===== config.mk =====
export PLATFORM = sky130hd
export DESIGN_NAME = stage2_maxpool_flat
export DESIGN_NICKNAME = d
export VERILOG_FILES = /design/src/rtl/stage2_maxpool_if.sv /design/src/rtl/stage2_maxpool.sv /design/src/flat_wrapper.sv
export SDC_FILE = /design/constraint.sdc
export NUM_CORES = 2
export LEC_CHECK = 0
export CORE_MARGIN = 8
export CORE_UTILIZATION = 30
export CTS_CLUSTER_SIZE = 25
export DETAILED_ROUTE_END_ITERATION = 8
export GPL_ROUTABILITY_DRIVEN = 0
export RECOVER_POWER = 100
export SYNTH_ARGS = -nofsm -noshare
export SYNTH_HDL_FRONTEND = slang
export SYNTH_SLANG_ARGS = --single-unit
export TNS_END_PERCENT = 10

===== constraint.sdc =====
create_clock -name clk -period 7.5 [get_ports clk]
set_clock_uncertainty 0.15 [all_clocks]
set_input_delay 1.5 -clock clk [delete_from_list [all_inputs] [get_ports clk]]
set_output_delay 1.5 -clock clk [all_outputs]
set_load 0.005 [all_outputs]

===== src/rtl/stage2_maxpool_if.sv =====
// Valid-qualified pixel stream between the conv core, the max-pool and the flatten stage.
// With STAGE2_MAXPOOL_LAST_EN defined the stream also carries an end-of-frame marker.
interface stage2_maxpool_if #(
    parameter int W = 96
);
    logic         valid;
    logic [W-1:0] fmap;
`ifdef STAGE2_MAXPOOL_LAST_EN
    logic         last;

    modport master (output valid, fmap, last);
    modport slave  (input  valid, fmap, last);
`else
    modport master (output valid, fmap);
    modport slave  (input  valid, fmap);
`endif
endinterface


===== src/rtl/stage2_maxpool.sv =====
// Streaming 2x2 stride-2 max-pool over a raster-ordered CH-channel feature map.
// Optional STAGE2_MAXPOOL_LAST_EN adds o_ot_last on the final pooled beat of a frame.
module stage2_maxpool #(
    parameter int CH   = 3,
    parameter int DW   = 32,
    parameter int IN_X = 8,
    parameter int IN_Y = 8
) (
    input  logic             clk,
    input  logic             reset,
    stage2_maxpool_if.slave  in_bus,
    stage2_maxpool_if.master ot_bus
);
    localparam int HX = IN_X / 2;
    localparam int XW = (IN_X > 2) ? $clog2(IN_X) : 1;
    localparam int YW = (IN_Y > 2) ? $clog2(IN_Y) : 1;
    localparam int BW = (HX > 1) ? $clog2(HX) : 1;

    logic [XW-1:0]      col_q, col_d;
    logic [YW-1:0]      row_q, row_d;
    logic [DW-1:0]      pair_q [CH];
    logic [DW-1:0]      pair_d [CH];
    logic [DW-1:0]      buf_q  [CH][HX];
    logic [DW-1:0]      buf_d  [CH][HX];
    logic               ot_valid_q, ot_valid_d;
    logic [CH*DW-1:0]   ot_fmap_q, ot_fmap_d;

    logic [DW-1:0]      pix_w  [CH];
    logic [DW-1:0]      hmax_w [CH];
    logic [BW-1:0]      half_idx;
    logic               emit;

    function automatic logic [DW-1:0] umax(input logic [DW-1:0] a, input logic [DW-1:0] b);
        return (a > b) ? a : b;
    endfunction

    for (genvar g = 0; g < CH; g++) begin : g_ch
        assign pix_w[g]  = in_bus.fmap[g*DW +: DW];
        assign hmax_w[g] = umax(pair_q[g], pix_w[g]);
    end

    assign half_idx = BW'(col_q >> 1);
    assign emit     = in_bus.valid & col_q[0] & row_q[0];

    // Even rows park the horizontal max per pair; odd rows combine it with the parked value.
    always_comb begin
        col_d      = col_q;
        row_d      = row_q;
        pair_d     = pair_q;
        buf_d      = buf_q;
        ot_valid_d = emit;
        ot_fmap_d  = ot_fmap_q;
        if (in_bus.valid) begin
            if (col_q == XW'(IN_X - 1)) begin
                col_d = '0;
                row_d = (row_q == YW'(IN_Y - 1)) ? '0 : row_q + 1'b1;
            end else begin
                col_d = col_q + 1'b1;
            end
            for (int c = 0; c < CH; c++) begin
                if (!col_q[0]) begin
                    pair_d[c] = pix_w[c];
                end else if (!row_q[0]) begin
                    buf_d[c][half_idx] = hmax_w[c];
                end else begin
                    ot_fmap_d[c*DW +: DW] = umax(hmax_w[c], buf_q[c][half_idx]);
                end
            end
        end
    end

    always_ff @(posedge clk) begin
        if (reset) begin
            col_q      <= '0;
            row_q      <= '0;
            ot_valid_q <= 1'b0;
            ot_fmap_q  <= '0;
            for (int c = 0; c < CH; c++) begin
                pair_q[c] <= '0;
                for (int i = 0; i < HX; i++) begin
                    buf_q[c][i] <= '0;
                end
            end
        end else begin
            col_q      <= col_d;
            row_q      <= row_d;
            pair_q     <= pair_d;
            buf_q      <= buf_d;
            ot_valid_q <= ot_valid_d;
            ot_fmap_q  <= ot_fmap_d;
        end
    end

    assign ot_bus.valid = ot_valid_q;
    assign ot_bus.fmap  = ot_fmap_q;

`ifdef STAGE2_MAXPOOL_LAST_EN
    localparam int NP = (IN_X / 2) * (IN_Y / 2);
    localparam int PW = (NP > 1) ? $clog2(NP) : 1;

    logic [PW-1:0] pool_cnt_q, pool_cnt_d;
    logic          ot_last_q, ot_last_d;

    // The pooled-beat counter wraps exactly when the frame's last window is emitted.
    always_comb begin
        pool_cnt_d = pool_cnt_q;
        ot_last_d  = 1'b0;
        if (emit) begin
            if (pool_cnt_q == PW'(NP - 1)) begin
                pool_cnt_d = '0;
                ot_last_d  = 1'b1;
            end else begin
                pool_cnt_d = pool_cnt_q + 1'b1;
            end
        end
    end

    always_ff @(posedge clk) begin
        if (reset) begin
            pool_cnt_q <= '0;
            ot_last_q  <= 1'b0;
        end else begin
            pool_cnt_q <= pool_cnt_d;
            ot_last_q  <= ot_last_d;
        end
    end

    assign ot_bus.last = ot_last_q;
`endif
endmodule


===== src/flat_wrapper.sv =====
// flat-port wrapper written by rule: the top's interface ports become plain ports
module stage2_maxpool_flat 
#(
    parameter int CH   = 3,
    parameter int DW   = 32,
    parameter int IN_X = 8,
    parameter int IN_Y = 8
)
  (clk, reset, in_bus_valid, in_bus_fmap, ot_bus_valid, ot_bus_fmap);
  stage2_maxpool_if #(.W((CH * DW))) in_bus_i ();
  stage2_maxpool_if #(.W((CH * DW))) ot_bus_i ();
  input  logic clk;
  input  logic reset;
  input wire logic [$bits(in_bus_i.valid)-1:0] in_bus_valid;
  input wire logic [$bits(in_bus_i.fmap)-1:0] in_bus_fmap;
  output wire logic [$bits(ot_bus_i.valid)-1:0] ot_bus_valid;
  output wire logic [$bits(ot_bus_i.fmap)-1:0] ot_bus_fmap;
  assign in_bus_i.valid = in_bus_valid;
  assign in_bus_i.fmap = in_bus_fmap;
  assign ot_bus_valid = ot_bus_i.valid;
  assign ot_bus_fmap = ot_bus_i.fmap;
  stage2_maxpool #(.CH(CH), .DW(DW), .IN_X(IN_X), .IN_Y(IN_Y)) u_core (.clk(clk), .reset(reset), .in_bus(in_bus_i), .ot_bus(ot_bus_i));
endmodule

Word level (Yosys, flattened, before mapping):

Index checks and enable logic that the tools add are counted.

* $add $sub $neg: 2
* $lt $le $gt $ge: 8
* equal/unequal tests: 2
* multiplexer cells: 22
* bitwise gates (word level): 5
* reductions and logical operators: 5

Operators with widths (count)
* $mux 32: 13
* $bwmux 128: 3
* $bmux 32 s2: 3
* $gt 32x32->1: 6
* $demux 32 s2: 1
* $add 3x1->3 const B: 2
* $eq 3x3->1 const B: 2
* $mux 3: 2
* $reduce_and 3->1: 2
* $reduce_and 2->1: 2
* $ge 3x3->1 const B: 1
* $lt 3x1->1 const B: 1
* $not 2->3: 1
* $and 1x1->1: 2
* $not 1->1: 2
* $logic_and 1x1->1: 1

* register bits after elaboration: 583
* bits of input ports: 99
* output and inout bits: 97
* word-level logic and storage cells: 63

Logic depth before layout (Yosys ltp):

* word-level depth: 6
* depth in mapped cells: 20
* depth with buffers taken out: 17

Worst setup path after synthesis:

OpenSTA, ideal clock, no wires.

* path kind: input-to-reg
* start: input port in_bus_fmap[14]
* end: register u_core.ot_fmap_q[31] (netlist: u_core.ot_bus.fmap[31])
* library setup time: 0.083 ns
* data arrival time: 5.943 ns
* data required time: 7.267 ns
* setup slack: 1.324 ns
* stages: 19
* path buffers: 3
* path through: inv_1 > ha_1 > a21oi_1 > nand2_1 > a21o_1 > o41a_1 > o41ai_4 > buf_4 > mux2i_1 > inv_1 > ha_1 > nand4_1 > or4_1 > o221a_1 > o211a_1 > or4_1 > buf_2 > buf_6 > o221ai_1

RTL lines
* start: declaration: line flat_wrapper.sv:15 `input wire logic [$bits(in_bus_i.fmap)-1:0] in_bus_fmap;`
* end signal: assignment: line stage2_maxpool.sv:90 `ot_fmap_q <= ot_fmap_d;`
* end: declaration: line stage2_maxpool.sv:26 `logic [CH*DW-1:0] ot_fmap_q, ot_fmap_d;`

==> metrics.txt <==
critical path class in2reg; dominant synthesized flop cell dfxtp_1; share of post-route cells with drive strength above 1 8.64%; RSZ-0062 raised after global routing false; register bit total from synthesis 583; Crit path buffers/inverters 6; die height 326 µm; gr usage total 15.0%; Routed Antenna Nets 0; fmax 144 MHz; synthesized area per cell 9.12 µm²; commonest cells after routing, fill and taps aside 581 x dfxtp_1, 421 x nand2_1, 407 x nor2_1; final setup fails 0; Net Count, Synth 3454; Max Slew Vio Count 327; Synth area leaders dfxtp_1 40%, a211oi_1 10%, ha_1 8.5%; failing checks max-capacitance violations, max-slew violations; Crit path required time 7.84 ns; WP data arrival 7.28 ns; number of fill cells 9680; MaxCap Viol Count 4; CTS Root Buffer Type clkbuf_16; initial antenna violation count 6; core footprint 95200 µm²; Initial DRC Count 1433; crit end category flip-flop; Post-DP HPWL 52.6 mm; Initial Util 30.3%; largest net degree at the start of global routing 201; leak pwr 12.9 nW; DR pass1 iterations 5; footprint of the multi-input gates 14700 µm²; Hold-fix buffers, CTS 0; port buffer count 195; async set or reset register ratio after synthesis 0%; status finished with violations; PD cells 223 nW/µm²; Reg area 11700 µm²; Slowest cell on crit path or4_1; Cell variety after synth 50; Slew headroom -200%; final hold vios 0; commonest non-fill, non-tap cell in the layout dfxtp_1; Final min period 6.94 ns; Final WS setup 0.562 ns; worst hold slack 0.311 ns; Place WS 0.0992 ns; final worst path period share 92.5%; Sink Count 583; vias per std cell 4.96; area grow syn2layout 18.1%; CTS Buffer Depth 3; Final Net Count 3589; die area 106000 µm²; WL per Instance 17.9 µm; Skew-Pair Late Insertion Delay 0.60 ns; cell row count 113; die extent in x 326 µm; CTS tree built; final setup TNS 0 ns; DR vias 22.9k; mapped cell area 28800 µm²; Slew @ Worst Pin 4.51 ns; crit start category input pin; first-pass GRT wire length 131 mm; H-Tree Depth 3; Synth Warn # 0; Routed WL 82.5 mm; Clock Pin Slew Worst Setup and Hold Paths 0.06 ns; post-synth top area share 40.5%; Synth area leader dfxtp_1; HP Class reg2reg; drt drc 0; TritonCTS buffer count 69; Worst Path Max Fanout 32; Crit path max-delay family simple AND/OR/NAND/NOR gates; post-CTS setup buffers 0; cts repair resizes 0; Cells after Synth 3159; Overflow after GRT 0; Ports 196; critical path cell sequence dlygate4sd3_1 > inv_1 > ha_1 > nand4_1 > nor4_1 > clkbuf_1 > nand3_1 > o41ai_1 > buf_4 > mux2i_1 > inv_1 > ha_1 > nand4_1 > or4_1 > o211a_1 > or4_2 > buf_12 > o221ai_1; CP peak stage delay 0.66 ns; number of flops mapped to enable cells by yosys 0; Peak VDD IR 0.127 mV; number of global-route vias before repair 22.7k; post-synthesis sequential area ratio 40.5%
[synthesized netlist by cell type (6+ instances only)]
master / n
a211oi_1: 389
a21o_1: 21
a21oi_1: 171
a221oi_1: 7
buf_1: 11
buf_2: 7
buf_6: 7
clkbuf_1: 205
dfxtp_1: 583
ha_1: 196
inv_1: 288
mux2i_1: 61
mux2i_2: 6
mux2i_4: 30
mux4_2: 96
nand2_1: 421
nand3_1: 28
nand4_1: 43
nor2_1: 409
nor2b_1: 7
nor3_1: 6
o21ai_0: 15
o221ai_1: 68
o221ai_2: 29
[through the flow]
stage / area (µm²) / power [mW] / instances / util [%]
finish: 34000 / 7.57 / 4613 / 35.8
global route: 34000 / 7.92 / 4612 / 35.8
CTS: 34700 / 7.74 / 4610 / 36.5
detailed placement: 32400 / 4.32 / 4487 / 34.1
global placement: 32400 / 4.31 / 4487 / 34.1
floorplan: 28800 / 3.95 / 3159 / -
[power breakdown]
part	switching, mW	total, mW	internal [mW]
Clock	1.36	3.38	2.02
Sequential	0.0503	3.22	3.17
Combinational	0.590	0.975	0.385
Total	2.00	7.57	5.57
[path summary, 6_finish.rpt]
kind                         start                    end  slack [ns]  cells after the start
min          u_core.ot_bus.fmap[0]  u_core.ot_bus.fmap[0]        0.31                      2
max reg2reg      u_core.pair_q[95]  u_core.ot_bus.fmap[5]        1.79                     16
min reg2reg  u_core.ot_bus.fmap[0]  u_core.ot_bus.fmap[0]        0.31                      2
max                in_bus_fmap[29]  u_core.ot_bus.fmap[5]        0.56                     18
[layer usage]
layer  vias to the layer above  wire, µm  GRT usage, %
met5                         -        12             0
met3                        98      4150          2.97
met1                     10900     38300          19.9
met2                       413     38200          24.8
li1                      11500         -             -
met4                         2      1810          4.47
[sequential cells by signal, summed over array words and instances (netlist names)]
register,flops
u_core.buf_q,384
u_core.col_q,3
u_core.ot_bus.fmap,96
u_core.ot_bus.valid,1
u_core.pair_q,96
u_core.row_q,3
[area by class of cell]
class                   instances  area share (%)
clock inverters                24           0.846
flip-flops and latches        583            34.3
clock buffers                  99            5.82
repair buffers                296            8.10
multi-input cells            2056            43.1
inverters                     288            3.18
diodes                          2          0.0147
well taps                    1265            4.65
[logic make-up (layout without fill, tap and decap cells)]
| kind of cell | after synthesis | count (layout) | share of synthesized area (%) |
|---|---|---|---|
| flip-flops | 583 | 583 | 40.5 |
| multiplexers | 193 | 193 | 12.3 |
| buffers and inverters | 520 | 707 | 7.01 |
| AO/OA/AOI/OAI | 731 | 731 | 18.7 |
| AND/OR/NAND/NOR | 936 | 936 | 13.1 |
| other | 0 | 2 | 0 |
| adder cells (fa/ha/maj) | 196 | 196 | 8.51 |
[worst reg2reg max path: stages, from the launching register on]
cell,delay (ns)
dfxtp_1,0.34
ha_1,0.30
nand4_1,0.21
nor4_1,0.55
clkbuf_1,0.28
nand3_1,0.22
o41ai_1,0.19
buf_4,0.41
mux2i_1,0.33
inv_1,0.10
ha_1,0.32
nand4_1,0.15
or4_1,0.66
o211a_1,0.30
or4_2,0.65
buf_12,0.22
o221ai_1,0.22
Note: power is estimated with default switching activity, not from simulation.
